--- config.mk ---
export PLATFORM = sky130hd
export DESIGN_NAME = voice_allocator
export DESIGN_NICKNAME = d
export VERILOG_FILES = /design/src/rtl/synth_pkg.sv /design/src/rtl/voice_select.sv /design/src/rtl/voice_allocator.sv
export SDC_FILE = /design/constraint.sdc
export NUM_CORES = 1
export LEC_CHECK = 0
export ABC_AREA = 1
export BUFFER_PORTS_ARGS = -buffer_cell sky130_fd_sc_hd__buf_4
export CORE_MARGIN = 2
export CORE_UTILIZATION = 51
export CTS_CLUSTER_SIZE = 25
export DETAILED_ROUTE_END_ITERATION = 7
export GPL_ROUTABILITY_DRIVEN = 1
export MAX_ROUTING_LAYER = met4
export PLACE_DENSITY = 0.77
export SLEW_MARGIN = 10
export SYNTH_ARGS = -nofsm -noshare
export SYNTH_HDL_FRONTEND = slang
export SYNTH_SLANG_ARGS = --single-unit
export TNS_END_PERCENT = 5
--- constraint.sdc ---
create_clock -name clk -period 2 [get_ports clk]
set_clock_uncertainty 0.15 [all_clocks]
set_input_delay 0.1 -clock clk [delete_from_list [all_inputs] [get_ports clk]]
set_output_delay 0.1 -clock clk [all_outputs]
set_load 0.02 [all_outputs]
--- src/rtl/synth_pkg.sv ---
// Shared types for the polyphony scheduler: waveform codes, allocator FSM states.
package synth_pkg;

  typedef enum logic [1:0] {
    SQUARE   = 2'b00,
    TRIANGLE = 2'b01,
    SINE     = 2'b10,
    SAWTOOTH = 2'b11
  } waveform_t;

  typedef enum logic [1:0] {
    S_SCAN,
    S_ALLOC,
    S_RELEASE
  } alloc_state_t;

  // Index width that stays legal for a single-entry pool.
  function automatic int idx_w(input int n);
    return (n > 1) ? $clog2(n) : 1;
  endfunction

endpackage

--- src/rtl/voice_select.sv ---
// Combinational voice picker: lowest free voice, and oldest voice (lowest index on tie).
module voice_select
  import synth_pkg::*;
#(
  parameter int NUM_VOICES = 4,
  parameter int AGE_W      = 8,
  localparam int VIDX_W    = idx_w(NUM_VOICES)
) (
  input  logic [NUM_VOICES-1:0]       active,
  input  logic [NUM_VOICES*AGE_W-1:0] ages,
  output logic                        free_found,
  output logic [VIDX_W-1:0]           free_idx,
  output logic [VIDX_W-1:0]           oldest_idx
);

  logic [AGE_W-1:0] best_age;

  always_comb begin
    free_found = 1'b0;
    free_idx   = '0;
    // Descending scan so the last hit, the lowest index, wins.
    for (int i = NUM_VOICES - 1; i >= 0; i--) begin
      if (!active[i]) begin
        free_found = 1'b1;
        free_idx   = VIDX_W'(i);
      end
    end
  end

  always_comb begin
    oldest_idx = '0;
    best_age   = ages[0 +: AGE_W];
    // Strict compare keeps the lowest index on equal ages.
    for (int i = 1; i < NUM_VOICES; i++) begin
      if (ages[i*AGE_W +: AGE_W] > best_age) begin
        best_age   = ages[i*AGE_W +: AGE_W];
        oldest_idx = VIDX_W'(i);
      end
    end
  end

endmodule

--- src/rtl/voice_allocator.sv ---
// Polyphony scheduler: scans keys, allocates/frees oscillator voices, one action per key visit.
// Define VOICE_STEAL_EN to steal the oldest voice when the pool is full; otherwise the press is dropped.
module voice_allocator
  import synth_pkg::*;
#(
  parameter int NUM_KEYS   = 13,
  parameter int NUM_VOICES = 4,
  parameter int KEY_W      = $clog2(NUM_KEYS),
  parameter int AGE_W      = 8
) (
  input  logic                        clk,
  input  logic                        rst,
  input  logic                        ena,
  input  logic [NUM_KEYS-1:0]         keys_in,
  input  waveform_t                   waveform_in,
  output logic [NUM_VOICES-1:0]       voice_active,
  output logic [NUM_VOICES*KEY_W-1:0] voice_key,
  output logic [NUM_VOICES*2-1:0]     voice_waveform,
  output logic [NUM_VOICES-1:0]       voice_start,
  output logic                        busy
);

  localparam int VIDX_W = idx_w(NUM_VOICES);

  alloc_state_t               state;
  logic [KEY_W-1:0]           ptr;
  logic [KEY_W-1:0]           ptr_next;
  logic [NUM_KEYS-1:0]        key_held;
  logic [NUM_VOICES*AGE_W-1:0] age_q;

  logic              free_found;
  logic [VIDX_W-1:0] free_idx;
  logic [VIDX_W-1:0] oldest_idx;
  logic              alloc_ok;
  logic [VIDX_W-1:0] target;

  voice_select #(
    .NUM_VOICES (NUM_VOICES),
    .AGE_W      (AGE_W)
  ) u_voice_select (
    .active     (voice_active),
    .ages       (age_q),
    .free_found (free_found),
    .free_idx   (free_idx),
    .oldest_idx (oldest_idx)
  );

`ifdef VOICE_STEAL_EN
  assign alloc_ok = 1'b1;
  assign target   = free_found ? free_idx : oldest_idx;
`else
  logic unused_oldest;
  assign unused_oldest = ^oldest_idx;
  assign alloc_ok      = free_found;
  assign target        = free_idx;
`endif

  assign ptr_next = (ptr == KEY_W'(NUM_KEYS - 1)) ? '0 : ptr + 1'b1;
  assign busy     = (state == S_ALLOC) || (state == S_RELEASE);

  always_ff @(posedge clk) begin
    if (rst) begin
      state          <= S_SCAN;
      ptr            <= '0;
      key_held       <= '0;
      age_q          <= '0;
      voice_active   <= '0;
      voice_key      <= '0;
      voice_waveform <= '0;
      voice_start    <= '0;
    end else if (!ena) begin
      voice_start <= '0;
    end else begin
      voice_start <= '0;

      // Later assignments in this block override the aging of allocated/released voices.
      for (int v = 0; v < NUM_VOICES; v++) begin
        if (voice_active[v] && (age_q[v*AGE_W +: AGE_W] != {AGE_W{1'b1}}))
          age_q[v*AGE_W +: AGE_W] <= age_q[v*AGE_W +: AGE_W] + 1'b1;
      end

      case (state)
        S_SCAN: begin
          if (keys_in[ptr] && !key_held[ptr])
            state <= S_ALLOC;
          else if (!keys_in[ptr] && key_held[ptr])
            state <= S_RELEASE;
          else
            ptr <= ptr_next;
        end

        S_ALLOC: begin
          if (alloc_ok) begin
            voice_active[target]               <= 1'b1;
            voice_key[target*KEY_W +: KEY_W]   <= ptr;
            voice_waveform[target*2 +: 2]      <= waveform_in;
            voice_start[target]                <= 1'b1;
            age_q[target*AGE_W +: AGE_W]       <= '0;
          end
          key_held[ptr] <= 1'b1;
          ptr           <= ptr_next;
          state         <= S_SCAN;
        end

        S_RELEASE: begin
          // No match means the voice was stolen earlier; nothing to free.
          for (int v = 0; v < NUM_VOICES; v++) begin
            if (voice_active[v] && (voice_key[v*KEY_W +: KEY_W] == ptr)) begin
              voice_active[v]         <= 1'b0;
              age_q[v*AGE_W +: AGE_W] <= '0;
            end
          end
          key_held[ptr] <= 1'b0;
          ptr           <= ptr_next;
          state         <= S_SCAN;
        end

        default: state <= S_SCAN;
      endcase
    end
  end

endmodule
==> results of run 1 <==
## where the power goes
group	internal, mW	switching [mW]
registers	1.10	0.0766
clock network	0.233	0.332
logic	0.619	1.08
total	1.95	1.49
## placed cells by master, fill, tap and decap left out, drive strengths merged
cell,count
a2111oi,2
a211oi,18
a21oi,32
a221oi,2
a31o,1
a31oi,14
a41oi,1
and3,1
buf,71
clkbuf,5
clkinv,3
clkinvlp,1
dfxtp,51
dlygate4sd3,4
ha,17
inv,64
nand2,79
nand3,30
nand4,4
nor2,43
nor3,6
nor4,1
o211ai,1
o21ai,21
o22ai,5
o31ai,1
or2,1
xor2,3
## cell families (layout without fill, tap and decap cells)
kind of cell / after synthesis / after routing / synth area share
flip-flops: 51 / 51 / 0.350
XOR/XNOR: 3 / 3 / 0.00902
buffers and inverters: 86 / 148 / 0.120
AO/OA/AOI/OAI: 98 / 98 / 0.203
adder cells (fa/ha/maj): 17 / 17 / 0.0730
AND/OR/NAND/NOR: 165 / 165 / 0.245
## timing repair
item,in CTS,in global routing
setup endpoints to repair,1,21
hold buffers,4,0
resized for setup,1,10
cloned,0,1
pin swaps,0,3
setup buffers,0,0
hold endpoints to repair,11,0
## area by class of cell
type,instances,area (sq um),share of cell area
clock inverters,1,7.51,0.00207
flip-flops and latches,51,1030,0.284
repair buffers,75,578,0.159
multi-input cells,283,1600,0.441
inverters,67,254,0.0700
well taps,72,90.1,0.0248
clock buffers,5,68.8,0.0190
## path summary, 6_finish.rpt
check / cells after the start / to
worst max-delay path: 9 / voice_key[5]
worst min-delay path: 6 / state[1]
worst min register to register: 2 / voice_waveform[4]
worst max register to register: 9 / voice_key[5]
## through the flow
step | TNS, ns | power [mW] | setup WS (ns)
2_1_floorplan | 0 | 2.38 | 0.0137
3_3_place_gp | 0 | 2.83 | 0.0966
3_5_place_dp | 0 | 2.86 | 0.0253
4_1_cts | 0 | 3.45 | 0.0441
5_1_grt | -0.141 | 3.71 | -0.0322
6_report | 0 | 3.45 | 0.0952
## metal layers
layer	global-route usage	vias up
li1	-	1514
met1	0.296	1331
met2	0.420	100
met3	0.0396	15
met4	0.0517	0
met5	-	-
## critical path: cells and delay by family (launching register included)
| kind | cells | cell delay [ns] |
|---|---|---|
| AOI/OAI and AO/OA | 2 | 0.27 |
| buffers and inverters | 4 | 0.42 |
| adders and majority gates | 1 | 0.28 |
| and+or+nand+nor | 2 | 0.33 |
| DFF | 1 | 0.38 |
==> results.toml, run 1 <==
[timing]
fin_crit_sh = 0.952
slew_violations = 0
worstMarginPinSlew_ns = 0.365
whs_ns = 0.173
fmax_mhz = 525
relSlewSlack = 0.750
fin_crit_ns = 1.90
finalHoldViolations = 0
rsz0062_at_grt = "true"
finalSetupViolCount = 0

[layout]
n_fill_cell = 517
diodes = 0
final_nets = 518
drive_gt1_frac = 0.216
syn2layout_area_growth_pct = 24.5
final_util = 0.659
design_area_sq_um = 3630
final-instance-count-excl-fill = 554

[route]
post-route-drc-count = 0
met1_length_um = 3170
ant_nets = 0
wl_per_cell_um = 13.3
vias_per_cell = 5.34
firstDrtPassIters = 7
routed_wl_um = 7380
dr_wl_met2_um = 3720
wl_met3_um = 387
vias = 2960
drt_iter0_drc = 139
top_layer = "met4"

[logic_synthesis]
synth.largest_area_cell = "dfxtp_1"
synthTopCellsByCount = "nand2_1 (79), inv_1 (61), dfxtp_1 (51)"
netlist.area_leader.share = 0.350
synth.area.top_cells = "dfxtp_1 (35%), nand2_1 (10%), inv_1 (7.9%), ha_1 (7.3%), a21oi_1 (5.3%)"
synthArstFlopShare = 0
syn_area_per_cell_sq_um = 6.94
yosysSeqAreaShare = 0.350
ys_types = 35
syn_area_sq_um = 2910
synth_edf_count = 0
ys_ff_latch = 51
yosysMostFrequentCell = "nand2_1"
synthFlopType = "dfxtp_1"
syn_nets = 455
synthCells = 420
ys_warn_count = 0

[global_routing]
antenna_found_initial = 0
grt.overflow.total = 0
grtUsageTotal = 0.242
grt_max_degree = 23
grt_first_pass_wirelength_um = 12100
grt_pass1_vias = 2606

[place]
dp.cells = 543
post-dp-hpwl_um = 5460
portBuffers = 50
place_congestion = 0.835
placed_cell_area_sq_um = 3460

[cts]
worstSkewPairLatency_ns = 0.31
cts.sinks = 51
path_clk_slew_ns = 0.09
htreeDepth = 2
cts_buffer_depth = 2
numCtsBuffers = 5
cts-root-buf = "clkbuf_8"
cts_tree = "done"

[worst_setup_path]
cp_data_required_time_ns = 2.08
worstSetupStartpoint = "voice_active[1]"
rrSetupSlack_ns = 0.1
path_class = "flop to flop"
timing.rr.start = "voice_active[1]"
worst_setup_path_start_kind = "flop"
end_kind = "flop"
crit_top_cell = "inv_1"
worstPathCellList = "inv_1, nor3_4, inv_2, ha_4, inv_1, nor2_2, buf_2, a31oi_1, a211oi_1"
crit_arrival_ns = 1.98
cpPeakStageDelay_ns = 0.38
crit_fanout = 6
crit_path_top_delay_cell = "dfxtp_4"

[die]
die_h_um = 79.6
die_area_sq_um = 6330
core_sq_um = 5510
fp-row-count = 27
ios = 51
start_util = 0.529
die_x_um = 79.6

[run]
maxCapViolCount = 0

[hold_path]
min_from = "keys_in[12]"
hold_path_class = "input port to flop"

[pwr]
power.density_nw_per_um2 = 950
p_leak_nw = 1.67
ir_worst_vdd_uv = 469

[outcome]
status = "complete, no violations"
(Power assumes the default switching activity.)
==> run 2: changes to the inputs <==
CORE_ASPECT_RATIO = 2   (was unset)
REMOVE_ABC_BUFFERS = 1   (was unset)
==> results.toml, run 2 (synthesis gave the netlist of run 1 again) <==
[layout]
final_common_cell = "nand2_1"
syn2layout_area_growth_pct = 27.1
diodes = 0
final_cell_mix = "nand2_1 (76), buf_4 (73), inv_1 (60)"
final_nets = 522
design_area_sq_um = 3700
drive_gt1_frac = 0.223
final-instance-count-excl-fill = 549

[cts]
cts.sinks = 51
path_clk_slew_ns = 0.06
htreeDepth = 2
worstSkewPairLatency_ns = 0.30
cts_tree = "done"
cts_buffer_depth = 2
cts-root-buf = "clkbuf_16"
numCtsBuffers = 5

[global_routing]
antenna_found_initial = 0
grt_max_degree = 25
grt.overflow.total = 0
grtUsageTotal = 0.245
grt_pass1_vias = 2725
grt_first_pass_wirelength_um = 12300

[pwr]
power.density_nw_per_um2 = 1010
p_leak_nw = 1.71
ir_worst_vdd_uv = 923
total_power_mw = 3.74

[route]
post-route-drc-count = 0
vias_per_cell = 5.38
wl_per_cell_um = 13.5
drt_iter0_drc = 168
ant_nets = 0
routed_wl_um = 7420
vias = 2956
firstDrtPassIters = 4

[hold_path]
hold_path_class = "input port to flop"

[die]
die_h_um = 111
die_area_sq_um = 6370
start_util = 0.519
fp-row-count = 39
core_sq_um = 5610
ios = 51
die_x_um = 57.5

[run]
maxCapViolCount = 0

[timing]
finalHoldViolations = 0
finalSetupViolCount = 0
relSlewSlack = 0.734
rsz0062_at_grt = "true"
tns_ns = 0
fmax_mhz = 524
fin_crit_sh = 0.954
fin_crit_ns = 1.91
worstMarginPinSlew_ns = 0.389
slew_violations = 0

[worst_setup_path]
worst_setup_path_start_kind = "flop"
crit_fanout = 6
path_class = "flop to flop"
crit_arrival_ns = 1.96
cp_data_required_time_ns = 2.06
end_kind = "flop"

[place]
post-dp-hpwl_um = 5110
portBuffers = 50
placed_cell_area_sq_um = 3440
dp.cells = 535
place_congestion = 0.878

[outcome]
status = "complete, no violations"
[run 2: cell count changes in the layout (fill, tap and decap cells not counted), sizes merged]
cell	before	now
clkinvlp	1	2
clkinv	3	4
buf	71	75
[run 2: area by class of cell]
cell class	instances	area, sq um
clock inverters	3	20.0
fillers	527	1910
flip-flops and latches	51	1030
repair buffers	79	611
clock buffers	5	125
inverters	67	251
multi-input cells	283	1590
well taps	61	76.3
[run 2: routing by layer]
metal / up-vias / global-route usage / share of wire
met1: 1333 / 0.314 / 0.44
li1: 1522 / - / -
met4: 0 / 0.0837 / 0.014
met5: - / - / 0
met2: 92 / 0.385 / 0.49
met3: 9 / 0.0408 / 0.062
[run 2: what timing repair did]
item	in CTS	in global routing
buffers inserted	0	1
hold buffers	4	0
endpoints found under the setup margin	0	35
gates resized for setup	0	19
endpoints found under the hold margin	5	0
[run 2: final timing paths]
kind	start	endpoint	slack (ns)	cells after the start
setup / recovery	voice_active[1]	voice_key[7]	0.09	9
hold / removal	keys_in[12]	state[1]	0.18	6
setup reg to reg	voice_active[1]	voice_key[7]	0.09	9
hold reg to reg	voice_waveform[5]	voice_waveform[5]	0.31	2
[run 2: worst max-delay path, cell delays in order (launching register included)]
cell	delay [ns]
dfxtp_2	0.37
inv_1	0.09
nor3_2	0.23
inv_2	0.08
ha_4	0.27
inv_1	0.07
nor2_4	0.12
buf_6	0.13
a31oi_1	0.08
a211oi_1	0.22
[run 2: per-stage QoR]
step            util  hold slack [ns]  setup WS, ns
3_5_place_dp   0.613            0.273        0.0407
2_1_floorplan      -           0.0191        -0.637
3_3_place_gp   0.613            0.278        0.0598
6_report       0.660            0.179        0.0924
5_1_grt        0.660            0.242       -0.0558
4_1_cts        0.646            0.184       0.00795
[run 2: report_power, final]
part	internal, mW	total [mW]	switching [mW]
Combinational	0.633	1.73	1.09
Clock	0.461	0.844	0.383
Sequential	1.10	1.17	0.0686
Total	2.20	3.74	1.54
